File: config.mk
export PLATFORM = sky130hd
export DESIGN_NAME = pipe_mux_skid
export DESIGN_NICKNAME = d
export VERILOG_FILES = /design/src/rtl/pipe_mux_skid.sv
export SDC_FILE = /design/constraint.sdc
export NUM_CORES = 1
export LEC_CHECK = 0
export ABC_AREA = 0
export BUFFER_PORTS_ARGS = -buffer_cell sky130_fd_sc_hd__buf_4
export CORE_MARGIN = 1.5
export CORE_UTILIZATION = 53
export DETAILED_ROUTE_END_ITERATION = 7
export GPL_TIMING_DRIVEN = 0
export PLACE_DENSITY_LB_ADDON = 0.25
export SLEW_MARGIN = 20
export SYNTH_ARGS = -nofsm -noshare
export SYNTH_HDL_FRONTEND = slang
export SYNTH_SLANG_ARGS = --single-unit
File: constraint.sdc
create_clock -name clock -period 3.5 [get_ports clock]
set_clock_uncertainty 0.05 [all_clocks]
set_input_delay 0.175 -clock clock [delete_from_list [all_inputs] [get_ports clock]]
set_output_delay 0.175 -clock clock [all_outputs]
set_load 0.05 [all_outputs]
File: src/rtl/pipe_mux_skid.sv
// pipe_mux_skid: INPUTS:1 word mux with optional sign/zero extension, feeding a
// 2-entry skid buffer (main + skid) with valid/ready handshake and flush.
// Optional build macro PIPE_MUX_SKID_STATS_EN adds beat_count / stall_count outputs.
module pipe_mux_skid #(
  parameter int unsigned WIDTH  = 32,
  parameter int unsigned INPUTS = 3,
  parameter int unsigned EXT_W  = 16,
  localparam int unsigned SEL_W = $clog2(INPUTS)
) (
  input  logic                    clock,
  input  logic                    reset,
  input  logic [SEL_W-1:0]        sel,
  input  logic [1:0]              ext_mode,
  input  logic [INPUTS*WIDTH-1:0] in_data,
  input  logic                    in_valid,
  output logic                    in_ready,
  input  logic                    flush,
  output logic [WIDTH-1:0]        out_data,
  output logic                    out_valid,
  input  logic                    out_ready
`ifdef PIPE_MUX_SKID_STATS_EN
  ,
  output logic [31:0]             beat_count,
  output logic [31:0]             stall_count
`endif
);

  logic [WIDTH-1:0] mux_word;
  logic [WIDTH-1:0] ext_word;
  logic [WIDTH-1:0] main_q, main_d;
  logic [WIDTH-1:0] skid_q, skid_d;
  logic             main_vld_q, main_vld_d;
  logic             skid_vld_q, skid_vld_d;
  logic             accept;
  logic             rel;

  // Input select; out-of-range select yields an all-zero word.
  always_comb begin
    mux_word = '0;
    for (int unsigned k = 0; k < INPUTS; k++) begin
      if (sel == SEL_W'(k)) mux_word = in_data[k*WIDTH +: WIDTH];
    end
  end

  if (EXT_W < WIDTH) begin : g_ext
    // Widen the low EXT_W bits by sign or zero fill; modes 0 and 3 pass through.
    always_comb begin
      ext_word = mux_word;
      case (ext_mode)
        2'd1:    ext_word = {{(WIDTH-EXT_W){mux_word[EXT_W-1]}}, mux_word[EXT_W-1:0]};
        2'd2:    ext_word = {{(WIDTH-EXT_W){1'b0}}, mux_word[EXT_W-1:0]};
        default: ext_word = mux_word;
      endcase
    end
  end else begin : g_no_ext
    // Field fills the whole word, so every mode is a pass-through.
    logic unused_ext_mode;
    assign unused_ext_mode = ^ext_mode;
    assign ext_word        = mux_word;
  end

  // in_ready depends only on registered skid state, never on out_ready.
  assign in_ready  = !skid_vld_q;
  assign accept    = in_valid && in_ready && !flush;
  assign rel       = main_vld_q && out_ready;
  assign out_data  = main_q;
  assign out_valid = main_vld_q;

  // Next-state of the two-entry buffer; flush clears both valids last.
  always_comb begin
    main_d     = main_q;
    main_vld_d = main_vld_q;
    skid_d     = skid_q;
    skid_vld_d = skid_vld_q;
    if (skid_vld_q) begin
      if (rel) begin
        main_d     = skid_q;
        skid_vld_d = 1'b0;
      end
    end else if (!main_vld_q || rel) begin
      main_vld_d = accept;
      if (accept) main_d = ext_word;
    end else if (accept) begin
      skid_d     = ext_word;
      skid_vld_d = 1'b1;
    end
    if (flush) begin
      main_vld_d = 1'b0;
      skid_vld_d = 1'b0;
    end
  end

  // Buffer state register; reset clears data as well as valids.
  always_ff @(posedge clock) begin
    if (reset) begin
      main_q     <= '0;
      skid_q     <= '0;
      main_vld_q <= 1'b0;
      skid_vld_q <= 1'b0;
    end else begin
      main_q     <= main_d;
      skid_q     <= skid_d;
      main_vld_q <= main_vld_d;
      skid_vld_q <= skid_vld_d;
    end
  end

`ifdef PIPE_MUX_SKID_STATS_EN
  logic [31:0] beat_q, stall_q;

  // Handshake and stall counters; cleared by reset only, wrap naturally.
  always_ff @(posedge clock) begin
    if (reset) begin
      beat_q  <= '0;
      stall_q <= '0;
    end else begin
      if (rel)                       beat_q  <= beat_q + 32'd1;
      if (main_vld_q && !out_ready)  stall_q <= stall_q + 32'd1;
    end
  end

  assign beat_count  = beat_q;
  assign stall_count = stall_q;
`endif

endmodule
==> metrics, run 1 <==
status complete, but fails checks; violated checks DRC; Initial Util 55.4%; largest net degree at the start of global routing 12; Final HPWL DP between 7000 and 8000 um; Setup TNS 0 ns; post-synthesis simple-gate area fraction 16.6%; global router's overall resource usage ~30%; final cycle utilization of the critical path 61.9%; Area growth syn-to-layout 37.2%; DR DRC count 7; TritonCTS clock tree yes; Synth async-reset ratio 0%; grt total ovfl 0; RSZ-0062 raised after global routing no; pre-CTS setup slack between 1.5 and 2 ns; total CTS buffers 9; synthesized area around 3600 um2; Max Freq roughly 460 MHz; Peak VDD IR about 0.29 mV; DR pass1 iterations 8; via count 3695; H-tree Lvls 3; Initial DRC Count 139; DR WL/cell 16.5 um; row count 29; crit path buf inv count 3; post-synthesis mux area share between 10 and 15%; CTS Root Buffer Type clkbuf_8; synth top area cells dfxtp_1, mux2i_1, nor2_1; register area between 1000 and 1500 um2; final wirelength just over 10000 um; leakage power total around 0.002 uW; crit-path cells dlygate4sd3_1 > buf_4 > or3b_4 > nor2_1 > buf_4 > a2111oi_0; port bufs around 140; max-cap violations 0; post-synthesis sequential area ratio approximately 37%; CP max stage delay 0.55 ns; Post-DP Area 4680 um2; largest area contributor in the netlist dfxtp_1; Die Area a little over 7000 um2; Max clock buf depth 2; library cells used by synthesis 33; most numerous cell in the Yosys netlist dfxtp_1; compound-cell area share of the yosys netlist 26.0%; Critical Path AT ~2.3 ns; fillers between 400 and 500; DR vias/cell 5.88; Final ANT Viol Nets 0; area occupied by multi-input gates 2020 um2; GP Congestion 0.805; first-pass GRT wire length around 17000 um; PwrDens between 300 and 400 nW/um2; post-synthesis cell count around 400; critical path fanouts, max 10; vias in the first global route 3766; number of top-level pins roughly 140; core area about 6400 um2; Synth top area share between 30% and 40%; top_reg_cell synth dfxtp_1; Ys Warns 0; Synth Register Bits 66; Worst EP required between 3 and 4 ns; Worst R2R Setup Slack 1.40 ns; largest family of logic cells by synthesized area compound AO/OA/AOI/OAI gates; Rel. slew slack 54.0%; initial antenna violation count 0; Final min period ~2.2 ns; layout cells sized above 1 about a third; Post-Syn Area per Cell roughly 8.9 um2; synth cell count leaders dfxtp_1, nor2_1, mux2i_1; Final setup viols 0; Setup Buffers After CTS 0; CP Class primary input to flip-flop; # clock sinks 66; worst skew pair latency around 0.34 ns; setup ws final between 1 and 1.5 ns; CP delay by family, top buffers and inverters; Synth Area in Adders less than 1%; height of the die 85.0 um; Final Cell Area ~5000 um2; final hold violation count 0; Die W about 85 um; CP startpoint kind primary input; Crit path top cell by count buf_4; clock-pin slew on the worst setup and hold paths about 0.07 ns; ANT cells 0; Post-synth EDFFs 0; worst hold-check path type primary input to flip-flop; Final Max Tran Viols 0; critical path's slowest cell dlygate4sd3_1; crit end category flip-flop; post-synthesis xor/xnor area fraction 0%; syn_nets roughly 510; Least-Margin Pin Slew 0.688 ns; fin nets between 600 and 700
routing by layer:
metal	part of all wire [%]	track usage [%]	up-vias
li1	-	-	1752
met1	39	32.9	1763
met2	52	54.1	153
met3	5.6	5.84	27
met4	2.9	12.8	0
met5	0	0	-
logic make-up after synthesis:
kind of cell / count (synthesis)
multiplexers: 48
buffers and inverters: 43
AO/OA/AOI/OAI: 118
adder cells (fa/ha/maj): 2
flip-flops: 66
AND/OR/NAND/NOR: 121
state kept, by name, summed over array words and instances, names as in the netlist:
signal,cells
out_data,32
out_valid,1
skid_q,32
skid_vld_q,1
through the flow:
step	cells	hold slack [ns]	utilization (%)	power [uW]
floorplan	398	0.204	-	1060
global placement	611	0.306	72.8	1220
detailed placement	611	0.314	72.8	1230
CTS	628	0.0360	76.0	1860
global route	628	0.0574	76.0	1930
finish	628	0.0502	76.0	1860
layout make-up:
type / instances / area share (%)
Multi-Input combinational cell: 289 / 41.4
Sequential cell: 66 / 27.1
Timing Repair Buffer: 137 / 21.1
Buffer: 40 / 4.20
Clock buffer: 12 / 2.97
Tap cell: 77 / 1.97
Clock inverter: 4 / 1.05
Inverter: 3 / 0.231
power by group:
part / switching (uW) / leakage [uW] / internal (uW) / total [uW]
registers: 15.2 / 0.000536 / 777 / 792
clock network: 290 / 0.0000966 / 349 / 639
logic: 245 / 0.00138 / 184 / 429
final timing paths:
path	cells after the start	end	start
hold reg to reg	2	out_data[6]	out_data[6]
hold / removal	2	skid_vld_q	out_ready
setup reg to reg	5	out_data[28]	skid_vld_q
setup / recovery	6	out_data[28]	flush
cell usage in the layout, fill, tap and decap left out, drive strengths merged, types with 2 or more instances in the layout:
cell / n
a2111oi: 17
a211oi: 16
a21oi: 19
a22oi: 16
buf: 156
clkbuf: 32
clkinv: 2
dfxtp: 66
ha: 2
inv: 3
mux2i: 48
nand2: 17
nand2b: 16
nand3b: 17
nor2: 65
o211ai: 16
o21ai: 17
o2bb2ai: 15
timing repair:
| item | 4_1_cts | 5_1_grt |
|---|---|---|
| resized for setup | 0 | 0 |
| hold buffers | 1 | 0 |
| hold endpoints to repair | 2 | 0 |
(Power assumes the default switching activity.)
==> run 2, diff against run 1 <==
- ABC_AREA: 0 -> 1
- CORE_UTILIZATION: 53 -> 45
- clock period: 3.5 -> 1.93 ns (I/O delays scaled with it)
==> metrics, run 2 <==
Post-synth EDFFs 0 (unchanged); Final min period about 1.7 ns; Rel. slew slack 65.3% (+11 points); initial antenna violation count 0 (unchanged); CP startpoint kind flip-flop; worst hold-check path type primary input to flip-flop; Final ANT Viol Nets 0 (unchanged); Worst EP required 2.10 ns (-1.54 ns); CTS Root Buffer Type clkbuf_8; port bufs 136 (unchanged); Max Freq roughly 600 MHz; crit end category flip-flop; Critical Path AT 1.83 ns (-0.48 ns); final cycle utilization of the critical path 86.0%; Inst Count DP 834 (+36%); DR pass1 iterations 5 (-3); synth cell count leaders nand2_1, inv_1, dfxtp_1, nor2_1, a21oi_1; hold path cells 3 (+1); Sequential Power Share 41.0% (-1.6 points); library cells used by synthesis 25 (-24%); post-synthesis cell count 596 (+50%); synth top area cells dfxtp_1, nand2_1, a21oi_1; via count 4280 (+16%); height of the die 93.7 um (+10%); worst skew pair latency 0.33 ns (about the same); largest net degree at the start of global routing 11 (-1); grt total ovfl 0 (unchanged); global router's overall resource usage 24.4% (-5.1 points); layout cells sized above 1 26.2% (-7.2 points); Finished Layout Cells 851 (+36%); Final HPWL DP 8150 um (+6.2%); most numerous cell in the Yosys netlist nand2_1; TritonCTS clock tree yes; GP Congestion 0.809 (+0.50%); total CTS buffers 9 (unchanged); vias in the first global route 3840 (+2.0%); setup ws final 0.271 ns (-1.06 ns); Worst R2R Setup Slack 0.27 ns (-1.13 ns); clock-pin slew on the worst setup and hold paths 0.06 ns (about the same); Synth Register Bits 66 (unchanged); Die W 93.7 um (+10%); final wirelength 10700 um (+3.2%); switch share 29.2% (-0.39 points); Post-Syn Area per Cell 6.21 um2 (-31%); CTS Hold Bufs 1 (unchanged); final hold violation count 0 (unchanged); first-pass GRT wire length 17100 um (-0.28%); largest area contributor in the netlist dfxtp_1; DR WL/cell 12.6 um (-24%); status completed; Setup Buffers After CTS 0 (unchanged); H-tree Lvls 3 (unchanged); post-synthesis sequential area ratio 35.7% (-1.4 points); cells on worst reg2reg path 8 (+3); max-cap violations 0 (unchanged); ANT cells 0 (unchanged); Final Cell Area 5080 um2 (+4.0%); FF-to-FF End skid_q[21]; Least-Margin Pin Slew 0.520 ns (-0.168 ns); Synth async-reset ratio 0% (unchanged); CP Class flip-flop to flip-flop; pre-CTS setup slack 0.280 ns (-1.25 ns); Int Power 2490 uW (+90%); clock group share of total power 35.1% (+0.8 points); Max clock buf depth 2 (unchanged); Critical R2R Launch skid_vld_q; switching pwr 1030 uW (+87%); number of top-level pins 139 (unchanged); Synth top area share 35.7% (-1.4 points); DR vias/cell 5.03 (-15%); top_reg_cell synth dfxtp_1; leakage power total 0.00277 uW (+38%); fin nets 851 (+30%); RSZ-0062 raised after global routing no; Peak VDD IR 0.259 mV (-10%); Final Max Tran Viols 0 (unchanged); most frequent cells in the layout nand2_1, buf_4, inv_1, nor2_1, dfxtp_1; post-CTS sizing 0 (unchanged); Ys Warns 0 (unchanged); PwrDens 692 nW/um2 (+82%); Area growth syn-to-layout 37.1% (about the same); Initial Util 47.2% (-8.2 points); critical path fanouts, max 10 (unchanged); commonest non-fill, non-tap cell in the layout nand2_1; DR DRC count 0 (-7); syn_nets 703 (+39%); Setup TNS 0 ns (unchanged); end point of the worst hold path out_valid; CP startpoint skid_vld_q; row count 32 (+10%); core area 7850 um2 (+22%); Initial DRC Count 256 (+84%); hold_sp in_valid; # clock sinks 66 (unchanged); synthesized area 3700 um2 (+4.0%); Final setup viols 0 (unchanged); Die Area 8780 um2 (+22%); Comb pwr share 23.8% (+0.7 points); Post-DP Area 4850 um2 (+3.7%)
## run 2: area by class of cell
type	instances	area [um2]
Fill cell	724	2770
Clock buffer	15	186
Multi-Input combinational cell	419	1900
Tap cell	102	128
Inverter	71	272
Clock inverter	1	30.0
Timing Repair Buffer	137	1030
Buffer	40	206
Sequential cell	66	1320
## run 2: worst max path at each step
stage / to / slack, ns / cells after the start
2_1_floorplan: out_data[29] / 0.27 / 6
3_3_place_gp: skid_q[23] / 0.34 / 8
3_5_place_dp: skid_q[21] / 0.28 / 8
4_1_cts: skid_q[21] / 0.28 / 8
5_1_grt: skid_q[21] / 0.15 / 8
6_report: skid_q[21] / 0.27 / 8
## run 2: layer usage
layer  GRT usage [%]  part of all wire, %
met1            30.4                   43
met2            41.9                   48
met3            5.42                  8.0
met4            7.34                  1.3
met5               0                    0
## run 2: through the flow
step | power [uW] | hold WS, ns | utilization [%]
global route | 3690 | 0.0527 | 64.7
finish | 3520 | 0.0580 | 64.7
detailed placement | 2310 | 0.240 | 61.8
CTS | 3540 | 0.0406 | 64.7
global placement | 2290 | 0.238 | 61.8
floorplan | 1980 | 0.125 | -
## run 2: power groups by stage
| stage | registers (uW) | clock network [uW] | logic (uW) |
|---|---|---|---|
| after floorplan | 1640 | 0 | 338 |
| after global placement | 1470 | 0 | 817 |
| after detailed placement | 1470 | 0 | 833 |
| after CTS | 1440 | 1260 | 839 |
| after global routing | 1450 | 1330 | 914 |
| final | 1440 | 1240 | 838 |
## run 2: cells by family (layout without fill, tap and decap cells)
group	count (synthesis)	count (layout)	synth area share, %
AOI/OAI and AO/OA	112	112	16.1
DFF	66	66	35.7
and+or+nand+nor	305	305	34.7
buffers and inverters	111	264	12.9
adders and majority gates	2	2	0.676
## run 2: critical path: stages, from the launching register on
cell     delay (ns)
dfxtp_1        0.30
buf_2          0.16
inv_4          0.11
nand3_4        0.09
nor3_4         0.28
inv_2          0.10
buf_2          0.20
o21ai_0        0.20
inv_1          0.06
